===== src/rtl/load_store_unit.sv =====
// Per-thread load/store unit: latches one LDR/STR per REQUEST phase, runs a single
// valid/ready transaction to the memory controller and exposes its state to the scheduler.
module load_store_unit #(
  parameter int unsigned ADDR_BITS = 8,
  parameter int unsigned DATA_BITS = 8
) (
  input  logic                 clock,
  input  logic                 reset,
  input  logic                 enable,
  input  logic [2:0]           core_state,
  input  logic                 mem_read_enable,
  input  logic                 mem_write_enable,
  input  logic [DATA_BITS-1:0] rs_data,
  input  logic [DATA_BITS-1:0] rt_data,
  output logic                 mem_read_valid,
  output logic [ADDR_BITS-1:0] mem_read_address,
  input  logic                 mem_read_ready,
  input  logic [DATA_BITS-1:0] mem_read_data,
  output logic                 mem_write_valid,
  output logic [ADDR_BITS-1:0] mem_write_address,
  output logic [DATA_BITS-1:0] mem_write_data,
  input  logic                 mem_write_ready,
  output logic [1:0]           lsu_state,
  output logic [DATA_BITS-1:0] lsu_out
);

  localparam logic [2:0] CoreRequest = 3'b011;
  localparam logic [2:0] CoreUpdate  = 3'b110;

  typedef enum logic [1:0] {
    StIdle       = 2'b00,
    StRequesting = 2'b01,
    StWaiting    = 2'b10,
    StDone       = 2'b11
  } state_e;

  state_e               state_q, state_d;
  logic                 is_read_q, is_read_d;
  logic                 read_valid_q, read_valid_d;
  logic [ADDR_BITS-1:0] read_addr_q, read_addr_d;
  logic                 write_valid_q, write_valid_d;
  logic [ADDR_BITS-1:0] write_addr_q, write_addr_d;
  logic [DATA_BITS-1:0] write_data_q, write_data_d;
  logic [DATA_BITS-1:0] out_q, out_d;

  always_comb begin
    state_d       = state_q;
    is_read_d     = is_read_q;
    read_valid_d  = read_valid_q;
    read_addr_d   = read_addr_q;
    write_valid_d = write_valid_q;
    write_addr_d  = write_addr_q;
    write_data_d  = write_data_q;
    out_d         = out_q;

    if (enable) begin
      unique case (state_q)
        StIdle: begin
          // Read takes priority when both decodes are asserted.
          if (core_state == CoreRequest && (mem_read_enable || mem_write_enable)) begin
            state_d   = StRequesting;
            is_read_d = mem_read_enable;
          end
        end
        StRequesting: begin
          state_d = StWaiting;
          if (is_read_q) begin
            read_valid_d = 1'b1;
            read_addr_d  = rs_data[ADDR_BITS-1:0];
          end else begin
            write_valid_d = 1'b1;
            write_addr_d  = rs_data[ADDR_BITS-1:0];
            write_data_d  = rt_data;
          end
        end
        StWaiting: begin
          if (is_read_q && mem_read_ready) begin
            out_d        = mem_read_data;
            read_valid_d = 1'b0;
            state_d      = StDone;
          end else if (!is_read_q && mem_write_ready) begin
            write_valid_d = 1'b0;
            state_d       = StDone;
          end
        end
        StDone: begin
          if (core_state == CoreUpdate) begin
            state_d = StIdle;
          end
        end
        default: state_d = StIdle;
      endcase
    end
  end

  always_ff @(posedge clock) begin
    if (reset) begin
      state_q       <= StIdle;
      is_read_q     <= 1'b0;
      read_valid_q  <= 1'b0;
      read_addr_q   <= '0;
      write_valid_q <= 1'b0;
      write_addr_q  <= '0;
      write_data_q  <= '0;
      out_q         <= '0;
    end else begin
      state_q       <= state_d;
      is_read_q     <= is_read_d;
      read_valid_q  <= read_valid_d;
      read_addr_q   <= read_addr_d;
      write_valid_q <= write_valid_d;
      write_addr_q  <= write_addr_d;
      write_data_q  <= write_data_d;
      out_q         <= out_d;
    end
  end

  assign lsu_state         = state_q;
  assign mem_read_valid    = read_valid_q;
  assign mem_read_address  = read_addr_q;
  assign mem_write_valid   = write_valid_q;
  assign mem_write_address = write_addr_q;
  assign mem_write_data    = write_data_q;
  assign lsu_out           = out_q;

endmodule


===== config.mk =====
export PLATFORM = sky130hd
export DESIGN_NAME = load_store_unit
export DESIGN_NICKNAME = d
export VERILOG_FILES = /design/src/rtl/load_store_unit.sv
export SDC_FILE = /design/constraint.sdc
export NUM_CORES = 1
export LEC_CHECK = 0
export ABC_AREA = 1
export CAP_MARGIN = 25
export CORE_ASPECT_RATIO = 0.8
export CORE_MARGIN = 10
export CORE_UTILIZATION = 30
export DETAILED_ROUTE_END_ITERATION = 8
export GPL_ROUTABILITY_DRIVEN = 0
export PLACE_DENSITY = 0.72
export SYNTH_ARGS = -nofsm -noshare
export SYNTH_HDL_FRONTEND = slang
export SYNTH_SLANG_ARGS = --single-unit

===== constraint.sdc =====
create_clock -name clock -period 2.36 [get_ports clock]
set_clock_uncertainty 0.15 [all_clocks]
set_input_delay 0.236 -clock clock [delete_from_list [all_inputs] [get_ports clock]]
set_output_delay 0.236 -clock clock [all_outputs]
set_load 0.01 [all_outputs]

==> results of run 1 <==
[layout by cell type (no fill, tap or decap), drive strengths merged]
cell           instances
clkbuf                 6
a21oi                 27
nand2                 13
nor2                  26
nor3                   4
inv                   36
buf                    3
clkdlybuf4s50         69
clkinvlp               1
nand4                  1
nand3                  6
dfxtp                 37
bufinv                 1
o21ai                 34
ha                     4
[through the flow]
step | hold WS, ns | utilization | std cells | setup WS (ns) | cell area (um2)
final | 0.2920 | 0.5029 | 328 | 0.6034 | 2354
after global routing | 0.3109 | 0.5029 | 328 | 0.4095 | 2354
after CTS | 0.2945 | 0.5029 | 328 | 0.5905 | 2354
after detailed placement | 0.2842 | 0.4773 | 320 | 0.4551 | 2233
after global placement | 0.2789 | 0.4773 | 320 | 0.5127 | 2233
after floorplan | 0.1653 | - | 195 | 0.8181 | 1474
[path summary, 6_finish.rpt]
path,end,from,cells past startpoint
worst max register to register,lsu_out[6],lsu_state[0],7
worst min-delay path,mem_write_data[4],mem_write_data[4],2
worst max-delay path,lsu_out[6],lsu_state[0],7
worst min register to register,mem_write_data[4],mem_write_data[4],2
[state kept, by name (all words and copies together) (netlist names)]
signal             count
is_read_q              1
lsu_out                8
lsu_state              2
mem_read_address       8
mem_read_valid         1
mem_write_address      8
mem_write_data         8
mem_write_valid        1
[worst register-to-register path, cell delays in order, from the launching register on]
cell and delay [ns]:
dfxtp_1 0.35, inv_1 0.09, ha_1 0.23, inv_1 0.12, nor3_4 0.39, inv_2 0.15
nor2_1 0.12, nor2_1 0.05
[layer usage]
layer / routed length [um] / up-vias / share of wire
li1: - / 766 / -
met1: 1931 / 619 / 0.47
met2: 1794 / 36 / 0.44
met3: 336 / 2 / 0.082
met4: 10 / 0 / 0.0025
met5: 0 / - / 0
[area by class of cell]
type                       instances  area [um2]  area share
tap                               60       75.07     0.03190
multi-input combinational        115       569.3      0.2419
timing repair buffer              72       713.2      0.3030
sequential                        37       740.7      0.3147
clock inverter                     2       37.54     0.01595
inverter                          36       135.1     0.05742
clock buffer                       6       82.58     0.03509
[logic make-up after synthesis]
group	Yosys count
compound gates	61
fa+ha+maj	4
buf+inv	43
flops	37
simple gates	50
[where the power goes]
| group | total (mW) | internal (mW) | switching [mW] |
|---|---|---|---|
| Clock | 0.571 | 0.344 | 0.228 |
| Sequential | 0.670 | 0.653 | 0.0172 |
| Combinational | 0.241 | 0.133 | 0.108 |
==> results.toml, run 1 <==
[outcome]
run_status = "completed"

[worst_setup_path]
critPathLaunchType = "register"
crit_fanout = 10
slowest_stage = "nor3_4"
critPathTopFamily = "simple AND/OR/NAND/NOR gates"
rrSetupSlack_ns = 0.60
endpoint_kind = "register"
crit_chain = "inv_1 > ha_1 > inv_1 > nor3_4 > inv_2 > nor2_1 > nor2_1"
critPathMaxStageDelay_ns = 0.39
critPathBufInv = 3
worstPathArrival_ns = 1.79
required_ns = 2.39
worstSetupPathType = "reg2reg"

[cells_and_area]
drive_gt1_frac = 0.04851
nNetsFinal = 305
area_delta_synth_final_pct = 59.68
antenna_cells = 0
nFillCells = 482

[clocking]
htreeDepth = 2
clkSinkCount = 37
root_buffer = "clkbuf_8"
cts_resized = 0
cts_buffer_depth = 2
clock_latency_ns = 0.28
cts_setup_buffers = 0
cts-buffers-inserted = 5
cts_tree = "built"
clk_pin_slew_ns = 0.08
hold_buffers = 0

[die]
core_area_um2 = 4679
rows = 22
initial_core_util = 0.3150
die_area_um2 = 8134
die_h_um = 82.70
die-width_um = 98.37
io_pins = 70

[route]
vias_per_cell = 4.338
ant_nets = 0
routedWlPerCell_um = 12.42
drc = 0
totalWireLength_um = 4073
drtPass1Iterations = 4
vias = 1423
drt_iter0_drc = 67

[timing]
relSlewSlack = 0.6592
fin_setup_tns_ns = 0
rsz0062_at_grt = "no"
fin_crit_sh = 0.7443
fmax_mhz = 569.3
setup_viol = 0
layout_min_cycle_time_ns = 1.757
worstMarginPinSlew_ns = 0.5098
hold_viol_final = 0
maxSlewViolCount = 0

[logic_synthesis]
synth_cells = 195
yosysTopAreaCell = "dfxtp_1"
synth_top_family_by_area = "compound AO/OA/AOI/OAI gates"
syn_nets = 233
synth-xor-area-share = 0
post_synth.cell_area_avg_um2 = 7.559
synth_top_area_frac = 0.5025
ys_top_cells_by_area = "dfxtp_1 (50%), o21ai_0 (12%), a21oi_1 (9.2%), inv_1 (8.9%), nor2_1 (6.6%)"
muxShareOfSynthArea = 0
syn_area_um2 = 1474
synth-edff-count = 0
ys.flop_type = "dfxtp_1"
synthTopCellsByCount = "dfxtp_1 (37), inv_1 (35), o21ai_0 (34)"
yosys.area_share.simple = 0.1452
synth.ff_latch_count = 37
yosysWarnings = 0
synth-compound-area-share = 0.2071
synth_fa_ha_area_frac = 0.03396
yosysSeqAreaShare = 0.5025
synth_cell_types = 14
synth_most_common_cell = "dfxtp_1"
synthArstFlopShare = 0

[grt]
met2_usage = 0.1510
use_met3 = 0.04896
grtUsageMet1 = 0.1147
grt.busiest_layer = "met2"
antenna_found_initial = 0
grtUsageTotal = 0.09621
grt_pass1_wl_um = 6389
grt_max_degree = 25
grt-ovfl-total = 0
first_global_vias = 1325

[power_and_ir_drop]
total_power_mw = 1.483
ir_drop_v = 0.0003409
p_per_area_nw_per_um2 = 630.0
p_leak_nw = 0.9076

[placed_design]
port-buffer-count = 69
detailed_place_hpwl_um = 3185

[flow_run]
cap_violations = 0

[worst_hold_path]
hp-class = "reg2reg"
Power figures use the tool's default switching activity.
==> run 2: changes to the inputs <==
--- a/config.mk
+++ b/config.mk
@@ -12,7 +12,7 @@
 export CORE_UTILIZATION = 30
 export DETAILED_ROUTE_END_ITERATION = 8
 export GPL_ROUTABILITY_DRIVEN = 0
-export PLACE_DENSITY = 0.72
+export PLACE_DENSITY = 0.74
 export SYNTH_ARGS = -nofsm -noshare
 export SYNTH_HDL_FRONTEND = slang
 export SYNTH_SLANG_ARGS = --single-unit
==> constraint.sdc (replaced) <==
create_clock -name clock -period 1.4 [get_ports clock]
set_clock_uncertainty 0.15 [all_clocks]
set_input_delay 0.14 -clock clock [delete_from_list [all_inputs] [get_ports clock]]
set_output_delay 0.14 -clock clock [all_outputs]
set_load 0.01 [all_outputs]
==> run 2 against run 1 <==
Net effect: the run now ends with negative setup slack left; first-iteration DRC count is 42% lower; critical path depth is 1 lower; clock-buffer cell count is 1 higher; routed wire length is 13% higher; via count is 4.1% higher; worst setup slack worse by 0.63 ns; global-route usage is 0.65 points higher; core utilization is 3.6 points higher; worst hold slack worse by 0.013 ns.
==> results.toml, run 2 (synthesized netlist as in run 1, its figures left out) <==
[outcome]
run_status = "finished with violations"
violations = "negative setup slack"

[power_and_ir_drop]
power.net_switching_mw = 0.6083
ir_drop_v = 0.0004248
p_leak_nw = 1.164
sw_frac_of_total = 0.2570
clkPwrFrac = 0.312
p_comb_frac = 0.208
intPower_mw = 1.759
seq_power_share = 0.480
p_per_area_nw_per_um2 = 938.4

[die]
die_area_um2 = 8134
die-width_um = 98.37
io_pins = 70
die_h_um = 82.70
initial_core_util = 0.3150
rows = 22
core_area_um2 = 4679

[cells_and_area]
nFillCells = 471
area_delta_synth_final_pct = 71.14
nNetsFinal = 318
fin_area_um2 = 2522
multi_input_area_um2 = 638.1
drive_gt1_frac = 0.1464
regArea_um2 = 748.2
postLayoutCoreUtil = 0.5390
antenna_cells = 0
layout_common_cells = "dfxtp_1 (35), dlygate4sd2_1 (35), clkdlybuf4s50_1 (33)"

[grt]
grtUsageTotal = 0.1028
grt-ovfl-total = 0
first_global_vias = 1412
antenna_found_initial = 0
grt_max_degree = 34
grt_pass1_wl_um = 6706

[worst_setup_path]
required_ns = 1.42
startpoint = "enable"
critPathBufInv = 3
endpoint_kind = "register"
crit_chain = "clkdlybuf4s50_1 > inv_1 > nor3_4 > inv_2 > nor2_1 > nor2_1"
critPathLaunchType = "primary input"
worstSetupPathType = "in2reg"
slowest_stage = "clkdlybuf4s50_1"
worstPathArrival_ns = 1.45
critPathMaxStageDelay_ns = 0.61
cp_common_cell = "nor2_1"
crit_fanout = 8
critPathTopFamily = "buffers and inverters"
r2r_start = "lsu_state[0]"

[timing]
maxSlewViolCount = 0
hold_viol_final = 0
hold_slack_ns = 0.2789
layout_min_cycle_time_ns = 1.424
fmax_mhz = 702.1
worstMarginPinSlew_ns = 0.2593
finalWorstSetupSlack_ns = -0.02440
rsz0062_at_grt = "yes"
relSlewSlack = 0.8266
fin_setup_tns_ns = -0.07630
fin_crit_sh = 1.017
setup_viol = 7

[route]
vias = 1482
drc = 0
vias_per_cell = 4.359
ant_nets = 0
drt_iter0_drc = 39
totalWireLength_um = 4591
drtPass1Iterations = 4
routedWlPerCell_um = 13.50

[clocking]
cts_tree = "built"
clock_latency_ns = 0.28
cts-buffers-inserted = 5
htreeDepth = 2
clk_pin_slew_ns = 0.06
root_buffer = "clkbuf_8"
clkSinkCount = 37
cts_buffer_depth = 2

[worst_hold_path]
min_from = "mem_read_data[6]"
hp-class = "in2reg"

[placed_design]
dpl-instance-area_um2 = 2331
port-buffer-count = 69
detailed_place_hpwl_um = 3194

[flow_run]
cap_violations = 0
-- run 2: cell types whose count changed in the layout (fill, tap and decap cells not counted), sizes merged, moves of 3 or more --
cell,previous run,this run
buf,3,14
clkbuf,6,9
clkdlybuf4s50,69,33
dlygate4sd2,0,35
-- run 2: power groups by stage --
stage               clock, mW  sequential [mW]  combinational, mW
finish                  0.738             1.14              0.493
global route            0.810             1.14              0.542
CTS                     0.768             1.13              0.440
detailed placement          0             1.16              0.446
global placement            0             1.16              0.441
floorplan                   0             1.18              0.157
-- run 2: path summary, 6_finish.rpt --
path	end	slack, ns	cells past startpoint
min	lsu_out[6]	0.28	3
max	lsu_out[3]	-0.02	6
min reg2reg	mem_write_address[6]	0.29	2
max reg2reg	lsu_state[1]	0	8
-- run 2: repair_timing --
| item | CTS | global route |
|---|---|---|
| cloned | 0 | 2 |
| resized for setup | 44 | 36 |
| pin swaps | 4 | 5 |
| setup buffers | 2 | 0 |
| hold buffers | 0 | 0 |
| endpoints found under the setup margin | 51 | 36 |
-- run 2: cell type report --
class / instances / share of cell area
Clock buffer: 7 / 0.03423
Inverter: 36 / 0.05556
Multi-Input combinational cell: 115 / 0.2530
Sequential cell: 37 / 0.2966
Tap cell: 60 / 0.02976
Timing Repair Buffer: 85 / 0.3309
-- run 2: worst reg2reg max path, delay by kind of cell, from the launching register on --
kind / cells / cell delay (ns)
simple gates: 6 / 0.45
fa+ha+maj: 1 / 0.18
flops: 1 / 0.37
buf+inv: 1 / 0.14
-- run 2: routing by layer --
layer | part of all wire | GRT usage | wire length, um | vias to the layer above
met2 | 0.48 | 0.1641 | 2204 | 43
met3 | 0.086 | 0.05643 | 393 | 4
met1 | 0.43 | 0.1144 | 1971 | 646
li1 | - | - | - | 789
met5 | 0 | 0 | 0 | -
met4 | 0.0050 | 0.03857 | 23 | 0
-- run 2: through the flow --
step | total power, mW | instances | worst slack [ns]
final | 2.367 | 340 | -0.02440
after floorplan | 1.335 | 195 | 0.01623
after CTS | 2.340 | 338 | -0.01302
after global routing | 2.494 | 340 | -0.1229
after detailed placement | 1.603 | 329 | -0.1962
after global placement | 1.596 | 329 | -0.1421
==> run 3: changes to the inputs <==
--- a/config.mk
+++ b/config.mk
@@ -12,7 +12,9 @@
 export CORE_UTILIZATION = 30
 export DETAILED_ROUTE_END_ITERATION = 8
 export GPL_ROUTABILITY_DRIVEN = 0
+export MAX_ROUTING_LAYER = met4
 export PLACE_DENSITY = 0.74
 export SYNTH_ARGS = -nofsm -noshare
 export SYNTH_HDL_FRONTEND = slang
 export SYNTH_SLANG_ARGS = --single-unit
+export TNS_END_PERCENT = 30
==> run 3 against run 2 <==
Net effect: the flow still finishes with violations (negative setup slack); worst setup slack worse by 0.0060 ns; global-route usage up 0.15 points; sequential power about the same; die area unchanged; core utilization up 1.2 points; fmax down 0.42%; clock-buffer cell count unchanged; worst hold slack worse by 0.0019 ns; critical path type is now reg2reg.
==> results.toml, run 3 (synthesized netlist as in run 1, its figures left out) <==
[cells_and_area]
nNetsFinal = 321
fin_area_um2 = 2577
layout_common_cells = "dlygate4sd2_1 (36), dfxtp_1 (35), inv_1 (33), clkdlybuf4s50_1 (33), a21oi_1 (25)"
stdcell_count = 343
area_delta_synth_final_pct = 74.87
antenna_cells = 0
drive_gt1_frac = 0.1873
postLayoutCoreUtil = 0.5508
final_common_cell = "dlygate4sd2_1"

[die]
io_pins = 70
rows = 22
core_area_um2 = 4679
die_h_um = 82.70
initial_core_util = 0.3150
die-width_um = 98.37
die_area_um2 = 8134

[route]
vias = 1530
totalWireLength_um = 4560
ant_nets = 0
routedWlPerCell_um = 13.29
vias_per_cell = 4.461
drt_iter0_drc = 40
drc = 0
drtPass1Iterations = 4

[timing]
fin_setup_tns_ns = -0.2635
worstMarginPinSlew_ns = 0.2889
maxSlewViolCount = 0
fmax_mhz = 699.1
rsz0062_at_grt = "yes"
relSlewSlack = 0.8068
hold_slack_ns = 0.2770
fin_crit_sh = 1.022
hold_viol_final = 0
setup_viol = 15
finalWorstSetupSlack_ns = -0.03035
layout_min_cycle_time_ns = 1.430

[worst_setup_path]
cp_common_cell = "inv_4"
endpoint_kind = "register"
slowest_stage = "dfxtp_4"
critPathTopFamily = "simple AND/OR/NAND/NOR gates"
crit_chain = "inv_4 > ha_4 > inv_4 > nor3_4 > buf_6 > o21ai_1 > nor2_1"
critPathBufInv = 3
worstPathArrival_ns = 1.50
crit_fanout = 5
critPathMaxStageDelay_ns = 0.37
required_ns = 1.47
worstSetupPathType = "reg2reg"
critPathLaunchType = "register"

[clocking]
cts-buffers-inserted = 5
root_buffer = "clkbuf_8"
clock_latency_ns = 0.28
clkSinkCount = 37
cts_buffer_depth = 2
clk_pin_slew_ns = 0.07
cts_tree = "built"
htreeDepth = 2
hold_buffers = 0

[flow_run]
cap_violations = 0

[placed_design]
detailed_place_hpwl_um = 3194
dpl-instance-area_um2 = 2331
pre_cts_ws_ns = -0.1962
dp.cells = 329
port-buffer-count = 69

[power_and_ir_drop]
p_leak_nw = 1.187
p_per_area_nw_per_um2 = 929.7
ir_drop_v = 0.0004350
total_power_mw = 2.396

[grt]
antenna_found_initial = 0
grt-ovfl-total = 0
grtUsageTotal = 0.1043
grt_pass1_wl_um = 6644
first_global_vias = 1395
grt_max_degree = 34

[outcome]
run_status = "finished with violations"
violations = "negative setup slack"

[worst_hold_path]
hp-class = "in2reg"
-- run 3: power by group --
| part | leakage, nW | switching, mW | total [mW] | internal (mW) |
|---|---|---|---|---|
| logic | 0.842 | 0.240 | 0.520 | 0.280 |
| clock network | 0.0443 | 0.354 | 0.744 | 0.390 |
| registers | 0.300 | 0.0297 | 1.13 | 1.10 |
-- run 3: worst min-delay path: cells and delay by family --
kind,cells,cell delay [ns]
buf+inv,1,0.39
simple gates,2,0.14
-- run 3: timing repair --
item,in CTS,in global routing
resized for setup,39,52
pin swaps,0,7
buffers inserted,0,5
endpoints found under the setup margin,51,36
gates cloned,0,2
-- run 3: per-layer routing --
layer / global-route usage / share of wire
met5: - / 0
met4: 0.03857 / 0.015
met3: 0.04315 / 0.069
met2: 0.1621 / 0.48
met1: 0.1192 / 0.44
-- run 3: final timing paths --
path                         from              endpoint  slack, ns  depth (start not counted)
max reg2reg          lsu_state[0]            lsu_out[4]      -0.03                          7
max                  lsu_state[0]            lsu_out[4]      -0.03                          7
min reg2reg  mem_write_address[7]  mem_write_address[7]       0.29                          2
min              mem_read_data[2]            lsu_out[2]       0.28                          3
-- run 3: cell type report --
class	count	area, um2
inverters	36	142.6
well taps	60	75.07
clock buffers	7	86.33
flip-flops and latches	37	745.7
repair buffers	88	855.8
fillers	460	2102
multi-input cells	115	671.9
